==> src/rtl/alu_seq.sv <==
`default_nettype none
// ============================================================================
// Module   : alu_seq
// Brief    : Clocked ALU with a {V,C,S,Z} status register. Logic, add/sub
//            and status ops complete in one cycle; shifts and rotates step
//            one bit per cycle, so latency is n+1 for an amount n >= 1.
// Revision : 1.0 - initial release
// ============================================================================
module alu_seq #(
    parameter int WIDTH = 20,
    parameter int SHW   = $clog2(WIDTH) + 1
) (
    input  logic             clk,
    input  logic             rst,
    input  logic             in_valid,
    output logic             in_ready,
    input  logic [3:0]       op,
    input  logic [WIDTH-1:0] a,
    input  logic [WIDTH-1:0] b,
    output logic             out_valid,
    output logic [WIDTH-1:0] result,
    output logic [3:0]       flags
);

    localparam logic [3:0] c_OP_NOT = 4'd0;
    localparam logic [3:0] c_OP_AND = 4'd1;
    localparam logic [3:0] c_OP_OR  = 4'd2;
    localparam logic [3:0] c_OP_XOR = 4'd3;
    localparam logic [3:0] c_OP_INC = 4'd8;
    localparam logic [3:0] c_OP_DEC = 4'd9;
    localparam logic [3:0] c_OP_ADD = 4'd10;
    localparam logic [3:0] c_OP_ADC = 4'd11;
    localparam logic [3:0] c_OP_SUB = 4'd12;
    localparam logic [3:0] c_OP_SBB = 4'd13;
    localparam logic [3:0] c_OP_CMP = 4'd14;
    localparam logic [3:0] c_OP_XSR = 4'd15;

    localparam logic [SHW-1:0]   c_W   = SHW'(WIDTH);
    localparam logic [WIDTH-1:0] c_ONE = {{(WIDTH-1){1'b0}}, 1'b1};

    typedef enum logic [1:0] {
        S_IDLE  = 2'd0,
        S_SHIFT = 2'd1,
        S_DONE  = 2'd2
    } state_t;

    state_t           state_q, state_d;
    logic [WIDTH-1:0] result_q, result_d;
    logic [3:0]       flags_q, flags_d;
    logic [WIDTH-1:0] work_q, work_d;
    logic [SHW-1:0]   cnt_q, cnt_d;
    logic [1:0]       kind_q, kind_d;

    logic             w_acc;
    logic             w_is_shift;
    logic [SHW-1:0]   w_n;
    logic [SHW-1:0]   w_amt;
    logic [WIDTH-1:0] w_ab, w_sb;
    logic             w_acin, w_scin;
    logic [WIDTH:0]   w_sum, w_dif;
    logic             w_add_v, w_sub_v;
    logic [WIDTH-1:0] w_res;
    logic             w_c, w_v;
    logic [3:0]       w_flg;
    logic [WIDTH-1:0] w_step;
    logic             w_out;

    assign in_ready  = (state_q != S_SHIFT);
    assign out_valid = (state_q == S_DONE);
    assign result    = result_q;
    assign flags     = flags_q;

    assign w_acc      = in_valid && in_ready;
    assign w_is_shift = (op[3:2] == 2'b01);
    assign w_n        = b[SHW-1:0];
    // Rotates (op[1]=1) wrap the amount; shifts saturate it at WIDTH.
    assign w_amt      = op[1] ? (w_n % c_W) : ((w_n > c_W) ? c_W : w_n);

    // One shared adder (ADD/ADC/INC) and one subtractor (SUB/SBB/CMP/DEC).
    assign w_ab    = (op == c_OP_INC) ? c_ONE : b;
    assign w_acin  = (op == c_OP_ADC) ? flags_q[2] : 1'b0;
    assign w_sb    = (op == c_OP_DEC) ? c_ONE : b;
    assign w_scin  = (op == c_OP_SBB) ? flags_q[2] : 1'b0;
    assign w_sum   = {1'b0, a} + {1'b0, w_ab} + {{WIDTH{1'b0}}, w_acin};
    assign w_dif   = {1'b0, a} - {1'b0, w_sb} - {{WIDTH{1'b0}}, w_scin};
    assign w_add_v = (a[WIDTH-1] == w_ab[WIDTH-1]) && (w_sum[WIDTH-1] != a[WIDTH-1]);
    assign w_sub_v = (a[WIDTH-1] != w_sb[WIDTH-1]) && (w_dif[WIDTH-1] != a[WIDTH-1]);

    // Result and flags of every op that finishes in the accept cycle.
    always_comb begin
        w_res = a;
        w_c   = 1'b0;
        w_v   = 1'b0;
        case (op)
            c_OP_NOT: w_res = ~a;
            c_OP_AND: w_res = a & b;
            c_OP_OR:  w_res = a | b;
            c_OP_XOR: w_res = a ^ b;
            c_OP_INC, c_OP_ADD, c_OP_ADC: begin
                w_res = w_sum[WIDTH-1:0];
                w_c   = w_sum[WIDTH];
                w_v   = w_add_v;
            end
            c_OP_DEC, c_OP_SUB, c_OP_SBB, c_OP_CMP: begin
                w_res = w_dif[WIDTH-1:0];
                w_c   = w_dif[WIDTH];
                w_v   = w_sub_v;
            end
            default: w_res = a;   // zero-amount shift/rotate and XSR pass a
        endcase
        if (op == c_OP_XSR) begin
            w_flg = flags_q ^ b[3:0];
        end else begin
            w_flg = {w_v, w_c, w_res[WIDTH-1], (w_res == '0)};
        end
    end

    // One-bit step of the working register; w_out is the bit leaving it.
    always_comb begin
        w_step = work_q;
        w_out  = 1'b0;
        case (kind_q)
            2'b00: begin w_step = {work_q[WIDTH-2:0], 1'b0};         w_out = work_q[WIDTH-1]; end
            2'b01: begin w_step = {1'b0, work_q[WIDTH-1:1]};         w_out = work_q[0];       end
            2'b10: begin w_step = {work_q[WIDTH-2:0], work_q[WIDTH-1]}; w_out = work_q[WIDTH-1]; end
            default: begin w_step = {work_q[0], work_q[WIDTH-1:1]};  w_out = work_q[0];       end
        endcase
    end

    // Next-state logic: accept in IDLE/DONE, step bits in SHIFT.
    always_comb begin
        state_d  = state_q;
        result_d = result_q;
        flags_d  = flags_q;
        work_d   = work_q;
        cnt_d    = cnt_q;
        kind_d   = kind_q;
        case (state_q)
            S_IDLE, S_DONE: begin
                state_d = S_IDLE;
                if (w_acc) begin
                    if (w_is_shift && (w_amt != '0)) begin
                        work_d  = a;
                        cnt_d   = w_amt;
                        kind_d  = op[1:0];
                        state_d = S_SHIFT;
                    end else begin
                        result_d = w_res;
                        flags_d  = w_flg;
                        state_d  = S_DONE;
                    end
                end
            end
            S_SHIFT: begin
                work_d = w_step;
                cnt_d  = cnt_q - 1'b1;
                if (cnt_q == SHW'(1)) begin
                    result_d = w_step;
                    flags_d  = {1'b0, w_out, w_step[WIDTH-1], (w_step == '0)};
                    state_d  = S_DONE;
                end
            end
            default: state_d = S_IDLE;
        endcase
    end

    // State registers with synchronous reset; reset abandons any shift.
    always_ff @(posedge clk) begin
        if (rst) begin
            state_q  <= S_IDLE;
            result_q <= '0;
            flags_q  <= '0;
            work_q   <= '0;
            cnt_q    <= '0;
            kind_q   <= '0;
        end else begin
            state_q  <= state_d;
            result_q <= result_d;
            flags_q  <= flags_d;
            work_q   <= work_d;
            cnt_q    <= cnt_d;
            kind_q   <= kind_d;
        end
    end

endmodule
`default_nettype wire

==> config.mk <==
export PLATFORM = sky130hd
export DESIGN_NAME = alu_seq
export DESIGN_NICKNAME = d
export VERILOG_FILES = /design/src/rtl/alu_seq.sv
export SDC_FILE = /design/constraint.sdc
export NUM_CORES = 1
export LEC_CHECK = 0
export ABC_AREA = 1
export CAP_MARGIN = 20
export CORE_ASPECT_RATIO = 1.2
export CORE_MARGIN = 2
export CORE_UTILIZATION = 51
export DETAILED_ROUTE_END_ITERATION = 12
export PLACE_DENSITY = 0.72
export SETUP_SLACK_MARGIN = 0.1
export SLEW_MARGIN = 20
export SYNTH_ARGS = -nofsm -noshare
export SYNTH_HDL_FRONTEND = slang
export SYNTH_SLANG_ARGS = --single-unit
==> constraint.sdc <==
create_clock -name clk -period 6.2 [get_ports clk]
set_input_delay 1.86 -clock clk [delete_from_list [all_inputs] [get_ports clk]]
set_output_delay 1.86 -clock clk [all_outputs]
set_load 0.02 [all_outputs]
==> out/qor.yml <==
yosys:
  synth.cells.most_frequent: "nand2_1, inv_1, nor2_1"
  synth.ff_latch_count: 54
  synth.yosys.seq_area_share: 0.141
  synth_edf_count: 0
  synthesis.area_per_instance_um2: 5.82
  post-synth-top-area-fraction: 0.179
  postSynth.topFlopCell: "dfxtp_1"
  netlist_instances: 1314
  ys_types: 48
  synth_top_cell_by_area: "nand2_1"
  synthArstFlopShare: 0
  post-synth-top-count-cell: "nand2_1"
  syn-cell-area_um2: 7650
  synth.top_cells.by_area: "nand2_1, ha_1, dfxtp_1"
  postSynthNetCount: 1464
  ys.warnings.count: 0
timing:
  period_share: 0.892
  rsz_0062_raised_after_global_routing: "false"
  worst_hold_slack_ns: 0.464
  timing.setup.tns_ns: 0
  skew_ns: 0.00958
  minimum_clock_period_ns: 5.53
  achievable-frequency_mhz: 181
  max_slew_margin: 0.396
  post-route-worst-setup-slack_ns: 0.671
  setup-violations-final: 0
  report.final.slew_viol_count: 0
  tightest_slew_ns: 0.904
  final-hold-violation-count: 0
worst_hold_path:
  hp-class: "reg2reg"
global_routing:
  use_met1: 0.423
  grtUsageMet3: 0.0215
  use_met2: 0.512
  antenna_found_initial: 0
  grt-ovfl-total: 0
  global_route.peak_usage_layer: "met2"
  grt.total_usage: 0.305
  grt_first_pass_wirelength_um: 39500
  first_global_vias: 7935
  largest_net_degree_at_the_start_of_global_routing: 43
drt:
  first_iter_violations: 776
  remaining_drc_errors: 0
  avgViaCountPerCell: 5.50
  routed_wire_per_std_cell_um: 15.5
  detail-route-antenna-nets: 0
  wirelength_um: 24200
  number_of_detailed_route_iterations_in_the_first_pass: 6
  vias: 8623
run:
  cap_violations: 0
pwr:
  p_sw_w: 0.000617
  vdd_drop_max_mv: 0.102
  power_density_normalized_to_cell_area_nw_per_um2: 165
  seq_power_share: 0.276
  comb_power_share: 0.522
  p_int_w: 0.000802
  leakage_nw: 4.27
  share_clk_of_total_power: 0.202
  netSwitchingFraction: 0.435
  report.power.total_w: 0.00142
worst_setup_path:
  largest_driver_fanout_on_the_critical_path: 5
  timing.critical_path.to_type: "flop"
  cp_data_required_time_ns: 6.43
  timing.setup.critical_path_class: "in2reg"
  crit_arrival_ns: 5.76
  setup.worst_path.start_class: "input port"
clocking:
  post_cts_buffers: 0
  cts-htree-levels: 2
  clk_lat_worst_skew_ns: 0.30
  ctsRootBufferMaster: "clkbuf_16"
  tritoncts: "built"
  cts_hold_buffers: 0
  sinks_on_the_clock_net: 54
  cts.clk_slew.worst_paths_ns: 0.07
  cts_buffer_depth: 2
  cts.repair.resized: 0
  cts_buffers: 5
floorplan:
  design.die.area_um2: 16000
  die_height_um: 138
  rows: 49
  top_level_ports: 73
  die-width_um: 116
  initial_core_utilization: 0.515
  total_core_area_um2: 14800
finish:
  finish.net_count: 1513
  final_cell_count_no_fill: 1568
  diodes: 0
  flow.area_growth_from_synthesis_pct: 12.6
  final_layout_size_suffix_gt1_frac: 0.0403
place:
  place.gp.congestion: 0.995
  dpl_worst_slack_ns: 0.380
  detailed_place_hpwl_um: 19800
  port_buffers: 72
  dpl.cell_count: 1560
outcome:
  status: "completed"
metrics by stage:
stage	instance area, um^2	utilization
final	8610	0.580
after global routing	8610	0.580
after CTS	8610	0.580
after detailed placement	8460	0.570
after global placement	8460	0.570
after floorplan	7650	-
metal layers:
metal  share of wire  routed length [um]
met3           0.062                1490
met5               0                   0
met1            0.44               10800
met4           0.025                 601
met2            0.47               11400
placed cells by master (no fill, tap or decap), types with 3 or more instances in the layout:
cell,n
o21ai_0,91
nand2_2,7
o21a_1,18
nand3_1,88
nor4_1,4
nand3b_1,18
inv_1,182
o22ai_1,5
nand4_1,13
clkdlybuf4s50_1,72
a211oi_1,5
ha_1,99
xor2_1,4
buf_4,8
nor3_1,12
a21oi_2,3
o211ai_1,3
fa_1,4
clkbuf_16,5
o221ai_1,4
a31oi_1,3
nor2_2,4
or2_2,7
o31ai_1,3
nand2_4,3
a21oi_1,95
nand2_1,365
inv_2,7
nor2_1,153
dfxtp_1,54
registers in the layout, indices dropped and copies added, names as in the netlist:
| signal | count |
|---|---|
| state_q | 2 |
| work_q | 20 |
| cnt_q | 6 |
| flags | 4 |
| kind_q | 2 |
| result | 20 |
logic make-up (layout without fill, tap and decap cells):
family,Yosys count,in the layout,synth area share
AO/OA/AOI/OAI,239,239,0.174
adder cells (fa/ha/maj),103,103,0.172
AND/OR/NAND/NOR,681,681,0.379
XOR/XNOR,6,6,0.00687
multiplexers,1,1,0.00131
flip-flops,54,54,0.141
buffers and inverters,230,280,0.125
layout make-up:
| cell class | count | area, um^2 |
|---|---|---|
| multi-input combinational | 1030 | 5620 |
| tap | 204 | 255 |
| clock inverter | 2 | 12.5 |
| timing repair buffer | 80 | 781 |
| clock buffer | 6 | 139 |
| fill | 1583 | 6230 |
| inverter | 192 | 726 |
| sequential | 54 | 1080 |
worst max-delay path, stage by stage:
cell             delay (ns)
clkdlybuf4s50_1        0.55
inv_1                  0.09
nor2_1                 0.20
nand2_2                0.12
nand2_1                0.10
fa_1                   0.44
ha_1                   0.19
inv_1                  0.05
nand2_1                0.11
fa_1                   0.43
inv_1                  0.07
nand2_1                0.04
nand2_1                0.05
nand2_1                0.11
or2_2                  0.30
nand3_1                0.07
nand2_1                0.07
nor2_1                 0.16
nand3_1                0.10
nor2_1                 0.15
nand3_1                0.09
nor2_1                 0.09
nand3_1                0.07
nand2_1                0.06
nand2_1                0.04
a21oi_1                0.14
path summary, 6_finish.rpt:
kind / cells after the start / slack, ns / start / endpoint
setup / recovery: 26 / 0.67 / op[3] / flags[0]
hold reg to reg: 2 / 0.46 / result[16] / result[16]
hold / removal: 2 / 0.46 / result[16] / result[16]
setup reg to reg: 23 / 2.48 / flags[2] / flags[0]
power groups by stage:
stage / combinational, W / sequential (W) / clock [W]
finish: 0.000740 / 0.000392 / 0.000287
CTS: 0.000731 / 0.000392 / 0.000288
detailed placement: 0.000728 / 0.000400 / 0
global route: 0.000834 / 0.000395 / 0.000303
floorplan: 0.000490 / 0.000419 / 0
global placement: 0.000721 / 0.000399 / 0
(Power assumes the default switching activity.)
